--- src/rtl/alu_pkg.sv ---
// rtl/alu_pkg.sv - ALU control opcodes and execute-stage FSM encodings
package alu_pkg;

    typedef enum logic [3:0] {
        ALU_AND = 4'b0000,
        ALU_OR  = 4'b0001,
        ALU_ADD = 4'b0010,
        ALU_SLL = 4'b0011,
        ALU_SRL = 4'b0100,
        ALU_SUB = 4'b0110,
        ALU_SLT = 4'b0111
    } alu_op_e;

    typedef enum logic [1:0] {
        ST_IDLE  = 2'd0,
        ST_SHIFT = 2'd1,
        ST_HOLD  = 2'd2
    } alu_state_e;

endpackage

--- src/rtl/alu_core.sv ---
// rtl/alu_core.sv - single-cycle combinational ALU datapath with zero detect
module alu_core
    import alu_pkg::*;
#(
    parameter int WIDTH = 32
) (
    input  logic [3:0]       op,
    input  logic [WIDTH-1:0] a,
    input  logic [WIDTH-1:0] b,
    output logic [WIDTH-1:0] y,
    output logic             zero
);

    always_comb begin
        y = a + b;
        case (op)
            ALU_AND: y = a & b;
            ALU_OR:  y = a | b;
            ALU_SUB: y = a - b;
            ALU_SLT: y = {{(WIDTH-1){1'b0}}, ($signed(a) < $signed(b))};
            // Shift codes are sequenced by alu_exec; unlisted codes fall back to ADD.
            default: y = a + b;
        endcase
    end

    assign zero = (y == '0);

endmodule

--- src/rtl/alu_exec.sv ---
// rtl/alu_exec.sv - ALU execute stage with valid/ready handshakes and a bit-serial shifter
module alu_exec
    import alu_pkg::*;
#(
    parameter int WIDTH = 32
) (
    input  logic             clk,
    input  logic             rst_n,
    input  logic             inValid,
    output logic             inReady,
    input  logic [3:0]       aluCtl,
    input  logic [WIDTH-1:0] srcA,
    input  logic [WIDTH-1:0] srcB,
    output logic             outValid,
    input  logic             outReady,
    output logic [WIDTH-1:0] result,
    output logic             zero
);

    localparam int SHW = (WIDTH > 1) ? $clog2(WIDTH) : 1;

    alu_state_e       state_q, state_d;
    logic [WIDTH-1:0] result_q, result_d;
    logic             zero_q, zero_d;
    logic [SHW-1:0]   cnt_q, cnt_d;
    logic             left_q, left_d;

    logic [WIDTH-1:0] core_y;
    logic             core_zero;
    logic             ready_st;
    logic             accept;
    logic             is_shift;
    logic [SHW-1:0]   amt;
    logic [WIDTH-1:0] shifted;

    alu_core #(.WIDTH(WIDTH)) u_core (
        .op   (aluCtl),
        .a    (srcA),
        .b    (srcB),
        .y    (core_y),
        .zero (core_zero)
    );

    assign is_shift = (aluCtl == ALU_SLL) || (aluCtl == ALU_SRL);
    assign amt      = srcB[SHW-1:0];
    // result_q doubles as the shift register while in SHIFT; outValid is low there.
    assign shifted  = left_q ? (result_q << 1) : (result_q >> 1);

    always_comb begin
        state_d  = state_q;
        result_d = result_q;
        zero_d   = zero_q;
        cnt_d    = cnt_q;
        left_d   = left_q;
        ready_st = 1'b0;

        case (state_q)
            ST_IDLE: ready_st = 1'b1;
            ST_HOLD: ready_st = outReady;
            default: ready_st = 1'b0;
        endcase

        accept = inValid && ready_st;

        case (state_q)
            ST_SHIFT: begin
                result_d = shifted;
                cnt_d    = cnt_q - SHW'(1);
                if (cnt_q == SHW'(1)) begin
                    state_d = ST_HOLD;
                    zero_d  = (shifted == '0);
                end
            end
            ST_HOLD: begin
                if (outReady) begin
                    state_d = ST_IDLE;
                end
            end
            default: ;
        endcase

        // A new accept overrides the HOLD->IDLE return so ops can issue back to back.
        if (accept) begin
            if (is_shift && (amt != '0)) begin
                result_d = srcA;
                cnt_d    = amt;
                left_d   = (aluCtl == ALU_SLL);
                state_d  = ST_SHIFT;
            end else if (is_shift) begin
                result_d = srcA;
                zero_d   = (srcA == '0);
                state_d  = ST_HOLD;
            end else begin
                result_d = core_y;
                zero_d   = core_zero;
                state_d  = ST_HOLD;
            end
        end
    end

    always_ff @(posedge clk or negedge rst_n) begin
        if (!rst_n) begin
            state_q  <= ST_IDLE;
            result_q <= '0;
            zero_q   <= 1'b0;
            cnt_q    <= '0;
            left_q   <= 1'b0;
        end else begin
            state_q  <= state_d;
            result_q <= result_d;
            zero_q   <= zero_d;
            cnt_q    <= cnt_d;
            left_q   <= left_d;
        end
    end

    assign inReady  = ready_st && rst_n;
    assign outValid = (state_q == ST_HOLD);
    assign result   = result_q;
    assign zero     = zero_q;

endmodule
--- config.mk ---
export PLATFORM = sky130hd
export DESIGN_NAME = alu_exec
export DESIGN_NICKNAME = d
export VERILOG_FILES = /design/src/rtl/alu_pkg.sv /design/src/rtl/alu_core.sv /design/src/rtl/alu_exec.sv
export SDC_FILE = /design/constraint.sdc
export NUM_CORES = 1
export LEC_CHECK = 0
export ABC_AREA = 1
export CELL_PAD_IN_SITES_DETAIL_PLACEMENT = 1
export CELL_PAD_IN_SITES_GLOBAL_PLACEMENT = 1
export CORE_MARGIN = 2
export CORE_UTILIZATION = 39
export CTS_CLUSTER_DIAMETER = 120
export CTS_CLUSTER_SIZE = 14
export DETAILED_ROUTE_END_ITERATION = 16
export PLACE_DENSITY = 0.92
export SYNTH_ARGS = -nofsm -noshare
export SYNTH_HDL_FRONTEND = slang
export SYNTH_SLANG_ARGS = --single-unit
--- constraint.sdc ---
create_clock -name clk -period 2.3 [get_ports clk]
set_input_delay 0.575 -clock clk [delete_from_list [all_inputs] [get_ports clk]]
set_output_delay 0.575 -clock clk [all_outputs]
set_load 0.03 [all_outputs]
==> results of run 1 <==
==> Yosys cell counts, drive strengths merged (3+ instances only) <==
cell type and count:
nand2 496, inv 313, nor2 149, nand3 146
o21ai 116, a21oi 109, ha 98, dfrtp 41
buf 37, nand4 26, clkbuf 20, o22ai 19
nand3b 17, nor3 16, nor4 14, a22oi 11
o21bai 9, o211ai 6, xor2 5, a31oi 3
and2 3, xnor2 3
==> logic make-up after synthesis <==
group	share of synthesized area, %
xor gates and xnor gates	0.774
muxes	0.111
adders and majority gates	14.0
DFF	11.3
and+or+nand+nor	40.9
AOI/OAI and AO/OA	16.9
buffers and inverters	16.0
==> through the flow <==
step	utilization [%]	instances	cell area [um^2]
2_1_floorplan	-	1675	9160
3_5_place_dp	56.8	2346	12900
3_3_place_gp	56.8	2346	12900
==> run summary, run 1 <==
Inserted Clock Buffers -> 5
Dominant synthesized flop cell -> dfrtp_1
Placer Congestion -> 1.11
Synth top area cells -> nand2_1, ha_1, inv_1, dfrtp_1, nand3_1
Die height -> 156 um
Gate Count Post-Synth -> 1675
Starting Density -> 39.9%
EDFF count, synth -> 0
Yosys warns -> 0
CTS sink cnt -> 41
Root Buffer -> clkbuf_16
Hold buffer count at cts -> 0
Status -> did not finish
Post-CTS sizing -> 1206
Row count -> 55
Failed at -> 4_1_cts
Synth unique cells -> 44
Seq/Total Area, Yosys -> 11.3%
Port Buf Inserts -> 106
Error msg -> [ERROR DPL-0033] detailed placement checks failed during check placement.
Detailed placer's ending HPWL -> 46.3 mm
Syn Nets -> 1847
Max clock buf depth -> 2
Area share of the largest cell type after synthesis -> 20.3%
Die width -> 156 um
H-tree Lvls -> 2
Leading area contributor after synthesis -> nand2_1
Dpl ws -> -1.53 ns
Setup repair bufs after CTS -> 135
Flops & latches, synth -> 41
Area of the mapped netlist -> 9050 um^2
# IOs -> 107
Synth async-reset ratio -> 100%
Syn Area/Cell -> 5.40 um^2
==> run 2: changes to the inputs <==
==> config.mk (replaced) <==
export PLATFORM = sky130hd
export DESIGN_NAME = alu_exec
export DESIGN_NICKNAME = d
export VERILOG_FILES = /design/src/rtl/alu_pkg.sv /design/src/rtl/alu_core.sv /design/src/rtl/alu_exec.sv
export SDC_FILE = /design/constraint.sdc
export NUM_CORES = 1
export LEC_CHECK = 0
export ABC_AREA = 1
export CORE_MARGIN = 2
export CORE_UTILIZATION = 35
export DETAILED_ROUTE_END_ITERATION = 16
export PLACE_DENSITY_LB_ADDON = 0.15
export SYNTH_ARGS = -nofsm -noshare
export SYNTH_HDL_FRONTEND = slang
export SYNTH_SLANG_ARGS = --single-unit
==> run summary, run 2 <==
Most numerous cell in the Yosys netlist -> nand2_1
Final period util -> 117%
Synth unique cells -> 44
CP max stage cell -> fa_2
GR Util All Layers -> 36.9%
Row count -> 58
Seq/Total Area, Yosys -> 11.3%
Power Density -> 525 nW/um^2
Placeable Area -> 25300 um^2
Crit Path Category -> in2reg
NumNets Final -> 2425
RSZ-0062 raised after global routing -> yes
H-tree Lvls -> 2
Vias per cell -> 5.34
Period minus WS final -> 2.69 ns
CP max FO -> 3
Vias in the first global route -> 13500
Max_slew headroom -> 64.4%
First-pass detailed-route iteration total -> 6
Root Buffer -> clkbuf_16
Clk_lat worst skew -> 0.28 ns
Failing checks -> setup timing
Die height -> 165 um
Worst path cell trace -> buf_8, buf_6, inv_12, ha_4, inv_4, fa_2, nand2_2, nand2_4, nand2_4, inv_4, nand3_4, nand3_4, nand2_2, buf_4, nand2_1, nand2_1, nand3_2, nand3b_1, nor2_2, nand3_2, nor2_1, nand3_1, a21oi_2
Setup ws final -> -0.392 ns
Storage element area -> 1030 um^2
Dominant synthesized flop cell -> dfrtp_1
Area share of the largest cell type after synthesis -> 20.3%
Max FFs per register -> 32
Fmax -> 372 MHz
Die area -> 27200 um^2
Global route overflow -> 0
Per-cell routed wire length -> 20.0 um
Ant diodes -> 0
Largest net degree at the start of global routing -> 44
Max clock buf depth -> 2
Synth top area cells -> nand2_1, ha_1, inv_1, dfrtp_1, nand3_1
Area of the mapped netlist -> 9050 um^2
First-pass GRT wire length -> 75.5 mm
Gate Count Post-Synth -> 1675
Reg clk slew, reported paths -> 0.06 ns
Slowest stage delay, CP -> 0.22 ns
Starting Density -> 35.8%
Detailed-route via count -> 13800
# IOs -> 107
Fin Clk Skew -> 0.00357 ns
Hold buffer count at cts -> 0
RR Startpoint -> left_q
Setup TNS -> -3.66 ns
Worst hold path type -> in2async
Filler cells -> 2145
Area of the multi-input gates -> 9710 um^2
Final Max Slew Viols -> 0
Initial antenna violation count -> 0
Status -> finished, violations left
Commonest cells in the synthesized netlist -> nand2_1, inv_1, nand3_1, nor2_1, o21ai_0
Syn Area/Cell -> 5.40 um^2
Final hold violations -> 0
Slew at the pin closest to its max-slew limit -> 0.535 ns
Most frequent cells in the layout -> buf_4, nand2_1, inv_1, nand2_2, buf_6
Synth async-reset ratio -> 100%
Fin util -> 71.2%
CP endpoint kind -> flip-flop
Yosys warns -> 0
Inserted Clock Buffers -> 5
Flops & latches, synth -> 41
Ratio of cells with drive above 1 in the final layout -> 54.6%
Most common cell after layout, fill and taps aside -> buf_4
Pwr Total -> 9.44 mW
Leading area contributor after synthesis -> nand2_1
WP data arrival -> 2.90 ns
CTS sink cnt -> 41
EDFF count, synth -> 0
Detailed placer's ending HPWL -> 40.3 mm
Syn Nets -> 1847
Startpoint types -> input pin
Die width -> 165 um
Port Buf Inserts -> 106
Layout area overhead -> 98.8%
Final WL -> 51.7 mm
Placer Congestion -> 1.02
Critical path launch point -> srcA[0]
WP data required -> 2.51 ns
Post-DRT Antenna Nets -> 0
Final setup vio count -> 23
Worst VDD drop -> 0.791 mV
Leakage -> 9.06 nW
CTS tree -> done
Iter 0 DRT Violations -> 946
Max Cap Viol -> 0
DRC -> 0
run 2: cell counts after synthesis:
Identical to the previous run, type by type.
run 2: what timing repair did:
| item | 4_1_cts | 5_1_grt |
|---|---|---|
| gates resized for setup | 987 | 262 |
| setup endpoints to repair | 41 | 35 |
| pin swaps | 279 | 193 |
| buffers inserted | 70 | 32 |
run 2: logic make-up (layout without fill, tap and decap cells):
family                   after synthesis  count (layout)  share of synthesized area (%)
flip-flops                            41              41                           11.3
buffers and inverters                372             951                           16.0
multiplexers                           1               1                          0.111
AND/OR/NAND/NOR                      871             871                           40.9
AO/OA/AOI/OAI                        282             282                           16.9
adder cells (fa/ha/maj)              100             100                           14.0
XOR/XNOR                               8               8                          0.774
run 2: power breakdown:
part / internal, mW / switching [mW]
Clock: 0.459 / 0.278
Combinational: 3.04 / 4.19
Sequential: 1.08 / 0.398
run 2: final timing paths:
check | to | slack [ns] | cells after the start
max | zero | -0.39 | 23
min | state_q[1] | 0.37 | 2
max reg2reg | zero | 0.15 | 7
min reg2reg | result[0] | 0.52 | 2
max in group asynchronous | zero | 1.55 | 2
min in group clk | result[0] | 0.52 | 2
run 2: cell type report:
class	count	share of cell area, %
multi-input combinational	1262	54.0
timing repair buffer	628	30.1
inverter	315	7.10
sequential	41	5.70
tap	330	2.30
clock buffer	7	0.848
clock inverter	1	0.0278
run 2: worst max-delay path: cells and delay by family:
kind | cells | cell delay, ns
compound gates | 1 | 0.13
fa+ha+maj | 2 | 0.38
buf+inv | 6 | 0.50
simple gates | 14 | 1.31
run 2: stage by stage:
| step | worst slack (ns) | hold slack, ns | cells | instance area (um^2) |
|---|---|---|---|---|
| 6_report | -0.392 | 0.368 | 2584 | 18000 |
| 5_1_grt | -0.501 | 0.407 | 2584 | 18000 |
| 4_1_cts | -0.337 | 0.396 | 2554 | 16900 |
| 3_5_place_dp | -1.34 | 0.514 | 2482 | 13600 |
| 3_3_place_gp | -1.37 | 0.514 | 2482 | 13600 |
| 2_1_floorplan | -0.131 | 0.279 | 1675 | 9160 |
run 2: per-layer routing:
layer / GRT usage [%] / share of wire [%] / vias to the layer above / wire length, um
met4: 17.0 / 6.4 / 0 / 3330
met3: 4.60 / 6.3 / 183 / 3250
met2: 65.1 / 48 / 562 / 24900
li1: - / - / 6519 / -
met1: 44.5 / 39 / 6537 / 20300
met5: 0 / 0 / - / 0
No activity file was read; power rests on OpenSTA's default activity.
==> run 3: changes to the inputs <==
--- a/config.mk
+++ b/config.mk
@@ -9,6 +9,7 @@
 export CORE_MARGIN = 2
 export CORE_UTILIZATION = 35
 export DETAILED_ROUTE_END_ITERATION = 16
+export MAX_ROUTING_LAYER = met4
 export PLACE_DENSITY_LB_ADDON = 0.15
 export SYNTH_ARGS = -nofsm -noshare
 export SYNTH_HDL_FRONTEND = slang
==> run summary, run 3 (synthesized netlist as in run 2, its figures left out) <==
Reg clk slew, reported paths -> 0.06 ns
Hold buffer count at cts -> 0
Max_slew headroom -> 63.4%
Inserted Clock Buffers -> 5
Per-cell routed wire length -> 19.7 um
Most frequent cells in the layout -> buf_4, nand2_1, inv_1, nand2_2, inv_2
# IOs -> 107
RR Startpoint -> left_q
WP data arrival -> 2.89 ns
Final period util -> 116%
Detailed-route via count -> 13800
Layout area overhead -> 102%
Setup ws final -> -0.370 ns
Startpoint types -> input pin
Final WL -> 51.2 mm
First-pass GRT wire length -> 75.6 mm
Leakage -> 9.13 nW
CP max FO -> 3
Final hold violations -> 0
NumNets Final -> 2440
Detailed placer's ending HPWL -> 39.5 mm
Design area -> 18300 um^2
Area of the multi-input gates -> 9850 um^2
Fmax -> 375 MHz
Vias in the first global route -> 13600
GR Util met3 -> 5.25%
Port Buf Inserts -> 106
Die height -> 165 um
Inst Count DP -> 2455
Max Cap Viol -> 0
Final non-filler cell total -> 2598
Fin Clk Skew -> 0.00410 ns
Largest net degree at the start of global routing -> 44
Die width -> 165 um
Starting Density -> 35.8%
Post-DRT Antenna Nets -> 0
Final setup vio count -> 20
Storage element area -> 1030 um^2
H-tree Lvls -> 2
Slew at the pin closest to its max-slew limit -> 0.549 ns
Iter 0 DRT Violations -> 933
Worst hold path type -> in2async
Worst VDD drop -> 0.720 mV
Row count -> 58
GRT busiest layer -> met2
Global route overflow -> 0
Period minus WS final -> 2.67 ns
RSZ-0062 raised after global routing -> yes
FF-to-FF path depth -> 7
First-pass detailed-route iteration total -> 6
Failing checks -> setup timing
Critical path launch point -> srcA[0]
Die area -> 27200 um^2
Ratio of cells with drive above 1 in the final layout -> 56.7%
Placed inst area -> 13500 um^2
CP endpoint kind -> flip-flop
DRC -> 0
Filler cells -> 2127
Placer Congestion -> 1.04
GR Util met1 -> 44.0%
WP data required -> 2.52 ns
Crit Path Category -> in2reg
GR Util All Layers -> 37.8%
Max clock buf depth -> 2
CTS tree -> done
Max FFs per register -> 32
Ant diodes -> 0
GR met2 Demand/Resource -> 63.7%
Vias per cell -> 5.30
Clk_lat worst skew -> 0.29 ns
Power Density -> 519 nW/um^2
Placeable Area -> 25300 um^2
Initial antenna violation count -> 0
Most common cell after layout, fill and taps aside -> buf_4
Root Buffer -> clkbuf_16
Final Max Slew Viols -> 0
Pwr Total -> 9.48 mW
CTS sink cnt -> 41
Dpl ws -> -1.36 ns
Status -> finished, violations left
Hold WS -> 0.364 ns
==> run 3: final cells by class <==
cell class,instances,share of cell area (%)
multi-input combinational,1262,53.9
timing repair buffer,643,30.5
inverter,315,7.04
sequential,41,5.61
tap,330,2.26
clock buffer,7,0.780
==> run 3: what timing repair did <==
action                      CTS  global route
gates resized for setup    1081           215
setup endpoints to repair    41            30
buffers inserted            127            24
pin swaps                   324           173
gates cloned                  1             0
==> run 3: per-layer routing <==
metal,share of wire (%),routed length [um],up-vias
met3,6.9,3540,183
met5,0,0,-
li1,-,-,6543
met2,48,24400,568
met1,39,19900,6485
met4,6.5,3350,0
==> run 3: worst paths after layout <==
check / to / slack, ns
worst min register to register: result[0] / 0.53
worst max-delay path: zero / -0.37
worst min-delay path: state_q[1] / 0.36
min in group clk: result[0] / 0.53
max in group asynchronous: result[15] / 1.54
worst max register to register: zero / 0.31
==> run 3: per-stage QoR <==
stage | TNS, ns | utilization, %
floorplan | -0.131 | -
global placement | -37.83 | 53.3
detailed placement | -38.48 | 53.3
CTS | -2.17 | 68.8
global route | -4.85 | 72.4
finish | -2.58 | 72.4
==> run 3: worst max-delay path, cell delays in order <==
cell and delay (ns):
buf_8 0.10, buf_6 0.13, inv_12 0.05, ha_4 0.12, inv_4 0.04, fa_2 0.36, nand2_2 0.10, nand2_4 0.08
nand2_2 0.10, inv_2 0.06, nand3_4 0.10, nand3_4 0.10, nand2_2 0.10, nand3_2 0.07, nand3_2 0.06, nand3b_1 0.14
nor2_2 0.14, nand3_2 0.11, nor2_1 0.10, nand3_1 0.09, a21oi_2 0.14
==> run 3: power by group <==
group / internal [mW] / leakage [nW] / switching, mW / total (mW)
Sequential: 1.08 / 0.488 / 0.401 / 1.48
Clock: 0.426 / 0.0700 / 0.280 / 0.706
Combinational: 3.10 / 8.57 / 4.20 / 7.30
Total: 4.60 / 9.13 / 4.88 / 9.48
==> run 4: changes to the inputs <==
--- a/config.mk
+++ b/config.mk
@@ -10,7 +10,7 @@
 export CORE_UTILIZATION = 35
 export DETAILED_ROUTE_END_ITERATION = 16
 export MAX_ROUTING_LAYER = met4
-export PLACE_DENSITY_LB_ADDON = 0.15
+export PLACE_DENSITY = 0.51
 export SYNTH_ARGS = -nofsm -noshare
 export SYNTH_HDL_FRONTEND = slang
 export SYNTH_SLANG_ARGS = --single-unit
==> constraint.sdc (replaced) <==
create_clock -name clk -period 2.3 [get_ports clk]
set_input_delay 0.575 -clock clk [delete_from_list [all_inputs] [get_ports clk]]
set_output_delay 0.575 -clock clk [all_outputs]
set_load 0.005 [all_outputs]
==> run summary, run 4 (synthesized netlist as in run 2, its figures left out) <==
Post-DRT Antenna Nets -> 0
First-pass GRT wire length -> 75.9 mm
Placed inst area -> 13800 um^2
Setup ws final -> -0.306 ns
Final non-filler cell total -> 2600
Fin Clk Skew -> 0.00230 ns
Failing checks -> setup timing
Detailed placer's ending HPWL -> 40.6 mm
Startpoint types -> input pin
Fmax -> 384 MHz
Crit Path Category -> in2reg
Design area -> 18000 um^2
Worst VDD drop -> 0.736 mV
CP endpoint kind -> flip-flop
Ratio of cells with drive above 1 in the final layout -> 55.5%
Vias in the first global route -> 13400
Final setup vio count -> 22
Most common cell after layout, fill and taps aside -> buf_4
DR top layer -> met4
Iter 0 DRT Violations -> 1042
Slew at the pin closest to its max-slew limit -> 0.554 ns
Max FFs per register -> 32
Initial antenna violation count -> 0
Status -> finished, violations left
Ant diodes -> 0
Final period util -> 113%
Vias per cell -> 5.28
Clk_lat worst skew -> 0.28 ns
Placer Congestion -> 1.07
CTS tree -> done
CP max FO -> 3
RSZ-0062 raised after global routing -> yes
Layout area overhead -> 98.5%
Largest net degree at the start of global routing -> 44
WP data arrival -> 2.82 ns
Root Buffer -> clkbuf_16
Met2 WL post-DR -> 24.5 mm
Placeable Area -> 25300 um^2
CTS sink cnt -> 41
Period minus WS final -> 2.61 ns
Max Cap Viol -> 0
Die area -> 27200 um^2
Global route overflow -> 0
Port Buf Inserts -> 106
Pwr Total -> 8.76 mW
Detailed-route via count -> 13700
Hold WS -> 0.374 ns
Inserted Clock Buffers -> 5
Filler cells -> 2154
Final Max Slew Viols -> 0
Max clock buf depth -> 2
Leakage -> 8.96 nW
M1 WL -> 21.3 mm
Die height -> 165 um
Reg clk slew, reported paths -> 0.06 ns
NumNets Final -> 2441
First-pass detailed-route iteration total -> 5
Max_slew headroom -> 63.1%
Worst hold path type -> in2async
Most frequent cells in the layout -> buf_4, nand2_1, inv_1, nand2_2, inv_2
GR Util All Layers -> 38.0%
Row count -> 58
WP data required -> 2.51 ns
Final hold violations -> 0
Inst Count DP -> 2502
Starting Density -> 35.8%
Die width -> 165 um
# IOs -> 107
Per-cell routed wire length -> 19.9 um
DRC -> 0
H-tree Lvls -> 2
Length of routed met3 wiring -> 2.72 mm
Final WL -> 51.7 mm
Power Density -> 487 nW/um^2
## run 4: layout make-up
type | count | area (um^2) | share of cell area, %
Multi-Input combinational cell | 1262 | 9670 | 53.8
Timing Repair Buffer | 644 | 5440 | 30.3
Inverter | 315 | 1270 | 7.09
Sequential cell | 41 | 1030 | 5.71
Tap cell | 330 | 413 | 2.30
Clock buffer | 6 | 129 | 0.717
Clock inverter | 2 | 10.0 | 0.0557
## run 4: final timing paths
check / from / end / slack [ns] / cells past startpoint
max in group asynchronous: rst_n / result[23] / 1.55 / 2
min in group clk: result[0] / result[0] / 0.52 / 2
worst max-delay path: srcA[0] / zero / -0.31 / 22
worst min-delay path: rst_n / cnt_q[2] / 0.37 / 2
worst min register to register: result[0] / result[0] / 0.52 / 2
worst max register to register: left_q / zero / 0.37 / 7
## run 4: through the flow
stage          utilization [%]  setup TNS [ns]  setup WS (ns)
6_report                  71.1           -3.27         -0.306
5_1_grt                   71.1           -5.53         -0.490
4_1_cts                   65.6           -3.16         -0.293
3_5_place_dp              54.7          -38.67          -1.47
3_3_place_gp              54.7          -38.27          -1.47
2_1_floorplan                -          -0.131         -0.131
## run 4: layer usage
metal / GRT usage, % / up-vias
met3: 2.84 / 163
met4: 14.9 / 0
met1: 46.8 / 6500
li1: - / 6543
met2: 64.9 / 518
met5: - / -
## run 4: power breakdown
part	leakage, nW	internal [mW]	switching [mW]	total (mW)
registers	0.488	1.08	0.405	1.48
logic	8.40	3.03	3.56	6.59
clock network	0.0706	0.399	0.287	0.685
total	8.96	4.51	4.25	8.76
## run 4: timing repair
| item | CTS | global route |
|---|---|---|
| gates cloned | 0 | 1 |
| setup buffers | 73 | 35 |
| endpoints found under the setup margin | 39 | 39 |
| gates resized for setup | 866 | 350 |
| hold buffers | 0 | 0 |
| pin swaps | 212 | 183 |
## run 4: critical path, cell delays in order
cell      delay (ns)
buf_8           0.10
buf_6           0.13
inv_12          0.04
ha_4            0.13
inv_4           0.04
fa_2            0.34
nand2_1         0.09
nand2_2         0.10
nand3_4         0.10
nand2_4         0.08
nand2_4         0.09
nand3_4         0.11
nand2_2         0.10
buf_6           0.09
nand3_2         0.06
nand3_2         0.06
nand3b_1        0.09
nor2_1          0.12
nand2_1         0.06
nor2_1          0.10
nand3_1         0.09
a21oi_2         0.12
